[config.mk]
export PLATFORM = sky130hd
export DESIGN_NAME = bin_to_bcd_converter
export DESIGN_NICKNAME = d
export VERILOG_FILES = /design/src/rtl/bin_to_bcd_converter.sv
export SDC_FILE = /design/constraint.sdc
export NUM_CORES = 1
export LEC_CHECK = 0
export CAP_MARGIN = 0
export CORE_ASPECT_RATIO = 1.75
export CORE_MARGIN = 1
export CORE_UTILIZATION = 30
export DETAILED_ROUTE_END_ITERATION = 12
export GPL_ROUTABILITY_DRIVEN = 0
export PLACE_DENSITY = 0.49
export SKIP_LAST_GASP = 1
export SYNTH_ARGS = -nofsm -noshare
export SYNTH_HDL_FRONTEND = slang
export SYNTH_SLANG_ARGS = --single-unit
[constraint.sdc]
create_clock -name clock -period 1.81 [get_ports clock]
set_input_delay 0.543 -clock clock [delete_from_list [all_inputs] [get_ports clock]]
set_output_delay 0.543 -clock clock [all_outputs]
set_load 0.005 [all_outputs]
[src/rtl/bin_to_bcd_converter.sv]
// bin_to_bcd_converter
// Sequential double-dabble binary-to-BCD converter feeding the display mux.
// One add-3/shift iteration per clock; results land in registered outputs.
// Optional leading-zero blanking mask: define BIN_TO_BCD_BLANK_EN.
module bin_to_bcd_converter #(
  parameter int WIDTH  = 27,
  parameter int DIGITS = 8
) (
  input  logic                  clock,
  input  logic                  reset,
  input  logic                  start,
  input  logic [WIDTH-1:0]      bin,
  output logic                  busy,
  output logic                  done,
  output logic [4*DIGITS-1:0]   bcd,
  output logic                  overflow,
  output logic [DIGITS-1:0]     blank
);

  localparam int BW = 4 * DIGITS;
  localparam int CW = $clog2(WIDTH + 1);

  function automatic logic [63:0] pow10(input int n);
    logic [63:0] p;
    p = 64'd1;
    for (int i = 0; i < n; i++) p = p * 64'd10;
    return p;
  endfunction

  // Largest value representable in DIGITS decimal digits.
  localparam logic [63:0] MAX_VAL = pow10(DIGITS) - 64'd1;

  typedef enum logic [1:0] {IDLE, SHIFT, FINISH} state_t;

  state_t          state;
  logic [WIDTH-1:0] shreg;
  logic [BW-1:0]   work;
  logic [CW-1:0]   cnt;
  logic            ovf_pend;

  logic [BW-1:0]     adj;
  logic [DIGITS-1:0] blank_next;
  logic [63:0]       bin64;

  assign bin64 = 64'(bin);

  // Add 3 to every working digit that is 5 or more, ahead of the shift.
  always_comb begin
    adj = work;
    for (int k = 0; k < DIGITS; k++) begin
      if (work[4*k +: 4] >= 4'd5) adj[4*k +: 4] = work[4*k +: 4] + 4'd3;
    end
  end

`ifdef BIN_TO_BCD_BLANK_EN
  // Blank digit k when it and all higher digits are zero; units never blank.
  always_comb begin
    logic z;
    z = 1'b1;
    blank_next = '0;
    for (int k = DIGITS - 1; k >= 1; k--) begin
      z = z & (work[4*k +: 4] == 4'd0);
      blank_next[k] = z;
    end
  end
`else
  // Blanking not built: mask stays all zeros.
  always_comb begin
    blank_next = '0;
  end
`endif

  // Conversion FSM with registered outputs.
  always_ff @(posedge clock) begin
    if (reset) begin
      state    <= IDLE;
      shreg    <= '0;
      work     <= '0;
      cnt      <= '0;
      ovf_pend <= 1'b0;
      busy     <= 1'b0;
      done     <= 1'b0;
      bcd      <= '0;
      overflow <= 1'b0;
      blank    <= '0;
    end else begin
      done <= 1'b0;
      case (state)
        IDLE: begin
          if (start) begin
            shreg    <= bin;
            work     <= '0;
            cnt      <= CW'(WIDTH);
            ovf_pend <= (bin64 > MAX_VAL);
            busy     <= 1'b1;
            state    <= SHIFT;
          end
        end
        SHIFT: begin
          // Carry out of the top digit is dropped, giving bin mod 10^DIGITS.
          work  <= {adj[BW-2:0], shreg[WIDTH-1]};
          shreg <= {shreg[WIDTH-2:0], 1'b0};
          cnt   <= cnt - CW'(1);
          if (cnt == CW'(1)) state <= FINISH;
        end
        FINISH: begin
          bcd      <= work;
          overflow <= ovf_pend;
          blank    <= blank_next;
          done     <= 1'b1;
          busy     <= 1'b0;
          state    <= IDLE;
        end
        default: begin
          state <= IDLE;
          busy  <= 1'b0;
        end
      endcase
    end
  end

endmodule

==> flow_summary.toml <==
[setup_path]
worstPathCellList = "clkdlybuf4s50_1"
cp-start-kind = "flip-flop"
crit_required_ps = 1270
timing.critical_path.to_type = "primary output"
critPathKind = "flip-flop to primary output"
worst_path_largest_cell_delay_ps = 510
crit_path_top_delay_cell = "sky130_fd_sc_hd__clkdlybuf4s50_1"
arrival_ps = 1200
critPathMaxFanout = 2
timing.reg2reg.setup_slack_ps = 210
critical_path.top_delay_family = "buffers and inverters"
worstPathBufferInverterCount = 1

[clock_network]
numCtsBuffers = 9
cts_sinks = 102
h_tree_levels = 3
cts.clk_slew.worst_paths_ps = 70
clkLatencyLatePin_ps = 340
post-cts-setup-buffer-count = 0
clk_path_buf_depth = 2
tritoncts = "yes"
cts_root_buf = "sky130_fd_sc_hd__clkbuf_16"

[power_and_ir_drop]
total_power_mw = 5.158
power.share.sequential = 0.468
p_leak_nw = 2.260
cell_internal_pwr_mw = 3.915
power_density_nw_per_um2 = 881.6
comb_power_share = 0.125
sw_frac_of_total = 0.2410
power.net_switching_mw = 1.243
ir_drop_mv = 0.4849
p_clk_frac = 0.407

[route]
drt-wirelength-per-cell_um = 14.87
drcViolationCount = 0
drt-initial-drc-count = 163
finalWirelength_um = 11220
drt-vias-per-instance = 5.060
final_antenna_net_count = 0
dr.pass1.iters = 5
dr_total_vias = 3815

[global_route]
maximum_number_of_pins_on_one_net_before_global_route_repair = 35
grt-ovfl-total = 0
grt_antenna_before_repair = 0
wire_length_of_the_first_global_routing_pass_um = 18800
global_route.usage.total = 0.1532
first_global_vias = 3870

[sta]
clock_skew_ps = 7.115
timing_max_transition_violations_final = 0
unrepaired_setup_endpoints_after_global_routing = "no"
hold_viol_final = 0
layout_worst_path_cycle_share = 0.9631
maxSlewHeadroom = 0.6651
worst-slew-pin-transition_ps = 501.8
final_period_minus_worst_setup_slack_ps = 1743
number_of_failing_setup_endpoints_in_the_final_timing_report = 0
fmaxAchievable_mhz = 573.7

[finish]
layout.cells.non_filler = 754
area.growth.synth_to_final_pct = 27.55
drive_gt1_frac = 0.1261
num_antenna_cells = 0
count_of_nets_after_finishing = 614
final_cell_area_sq_um = 5851
fillers = 1516
final_core_utilization = 0.3923

[logic_synthesis]
synth.top_cells.by_count = "sky130_fd_sc_hd__dfxtp_1, sky130_fd_sc_hd__nand2_1, sky130_fd_sc_hd__a21oi_1"
yosys.area.top_type = "sky130_fd_sc_hd__dfxtp_1"
synth.lib_cells_used.distinct = 55
post_synth_design_cell_area_sq_um = 4587
syn_avg_cell_area_sq_um = 9.229
synthArstFlopShare = 0
seq_area_frac_synth = 0.4452
synth-main-ff-cell = "sky130_fd_sc_hd__dfxtp_1"
cell_count_after_synthesis = 497
number_of_enable_type_register_cells_in_the_synthesized_netlist = 0
yosys.area.top_type_share = 0.4452
count_of_state_elements_after_synthesis = 102
yosys.cell_count.top_type = "sky130_fd_sc_hd__dfxtp_1"
ys_top_cells_by_area = "sky130_fd_sc_hd__dfxtp_1, sky130_fd_sc_hd__nand2_1, sky130_fd_sc_hd__a21oi_1"
synth_warnings = 0

[placed_design]
place.port_buffers = 64
dpl_cell_area_sq_um = 5520
dp_cells = 738
detailedPlacementHpwl_um = 8228

[floorplan]
initial_cell_density_of_the_core = 0.3076
i_o_pins = 73
floorplan.die_area_sq_um = 15810
die_width_um = 95.47
core.rowCount = 59
die_height_um = 165.6
core_area_sq_um = 14910

[worst_hold_path]
worst_hold_path_type = "flip-flop to flip-flop"

[status]
run_status = "finished, final reports clean"

[run]
max_cap_check_violation_count = 0
[stage by stage]
step / hold slack, ps / setup WS [ps] / TNS [ps]
global placement: 445.7 / -200.4 / -7052
global route: 473.5 / 13.69 / 0
floorplan: 424.0 / 256.3 / 0
detailed placement: 447.7 / -240.3 / -8097
finish: 453.0 / 66.81 / 0
CTS: 457.9 / 40.84 / 0
[per-layer routing]
layer	global-route usage	part of all wire	vias to the layer above
met3	0.02198	0.035	15
met1	0.1644	0.39	1804
met2	0.2899	0.55	88
li1	-	-	1908
met4	0.06513	0.022	0
met5	0	0	-
[cell type report]
cell class | count | area, sq um | share of cell area
repair buffers | 92 | 920.9 | 0.1574
inverters | 33 | 123.9 | 0.02117
well taps | 183 | 229.0 | 0.03914
clock inverters | 5 | 81.33 | 0.01390
clock buffers | 11 | 242.7 | 0.04149
flip-flops and latches | 102 | 2042 | 0.3490
multi-input cells | 328 | 2211 | 0.3779
[sequential cells by signal (all words and copies together), names as in the netlist]
| register | count |
|---|---|
| busy | 1 |
| work | 32 |
| overflow | 1 |
| shreg | 27 |
| bcd | 32 |
| state | 2 |
| ovf_pend | 1 |
| cnt | 5 |
| done | 1 |
[worst min-delay path: cells and delay by family, from the launching register on]
family / cells / cell delay, ps
AOI/OAI and AO/OA: 1 / 50
DFF: 1 / 310
and+or+nand+nor: 1 / 50
[cell families after synthesis]
logic type,synth area share
and+or+nand+nor,0.1298
xor gates and xnor gates,0.02864
adders and majority gates,0.04910
muxes,0.01991
DFF,0.4452
other,0.0008175
AOI/OAI and AO/OA,0.2461
buffers and inverters,0.08047
[final timing paths]
check           start  endpoint  cells after the start
max            bcd[0]    bcd[0]                      1
min           bcd[16]   bcd[16]                      2
max reg2reg  state[0]   bcd[26]                      6
min reg2reg   bcd[16]   bcd[16]                      2
[cell usage in the layout (no fill, tap or decap), types with 2 or more instances in the layout]
master | netlist | final
sky130_fd_sc_hd__o221a_2 | 15 | 15
sky130_fd_sc_hd__nand2b_1 | 8 | 8
sky130_fd_sc_hd__o22ai_1 | 8 | 8
sky130_fd_sc_hd__bufinv_16 | 0 | 2
sky130_fd_sc_hd__xnor2_1 | 8 | 8
sky130_fd_sc_hd__nand3_1 | 2 | 2
sky130_fd_sc_hd__dfxtp_1 | 102 | 102
sky130_fd_sc_hd__a222oi_1 | 10 | 10
sky130_fd_sc_hd__ha_1 | 18 | 18
sky130_fd_sc_hd__nor2_1 | 28 | 28
sky130_fd_sc_hd__o21ai_0 | 11 | 11
sky130_fd_sc_hd__nor3_1 | 3 | 3
sky130_fd_sc_hd__inv_1 | 32 | 32
sky130_fd_sc_hd__a211oi_1 | 2 | 2
sky130_fd_sc_hd__nor2b_1 | 3 | 2
sky130_fd_sc_hd__a2bb2oi_1 | 12 | 12
sky130_fd_sc_hd__buf_12 | 0 | 6
sky130_fd_sc_hd__clkbuf_16 | 0 | 9
sky130_fd_sc_hd__nand2_1 | 70 | 70
sky130_fd_sc_hd__o32ai_1 | 7 | 7
sky130_fd_sc_hd__o31ai_2 | 4 | 4
sky130_fd_sc_hd__clkdlybuf4s50_1 | 0 | 63
sky130_fd_sc_hd__a22o_1 | 9 | 9
sky130_fd_sc_hd__buf_4 | 10 | 22
sky130_fd_sc_hd__mux2i_1 | 8 | 8
sky130_fd_sc_hd__a32o_1 | 8 | 8
sky130_fd_sc_hd__xor2_1 | 7 | 7
sky130_fd_sc_hd__a21oi_1 | 50 | 50
sky130_fd_sc_hd__conb_1 | 1 | 8
sky130_fd_sc_hd__o31ai_1 | 5 | 5
[what timing repair did]
item	CTS	global route
endpoints found under the hold margin	0	0
setup endpoints to repair	0	1
hold buffers	0	0
gates resized for setup	0	1
[power groups by stage]
| stage | combinational [mW] | sequential [mW] | clock [mW] |
|---|---|---|---|
| after global routing | 0.709 | 2.43 | 2.26 |
| after detailed placement | 0.646 | 2.46 | 0 |
| after global placement | 0.634 | 2.46 | 0 |
| after floorplan | 0.432 | 2.44 | 0 |
| final | 0.642 | 2.42 | 2.10 |
| after CTS | 0.649 | 2.41 | 2.17 |
Note: power is estimated with default switching activity, not from simulation.
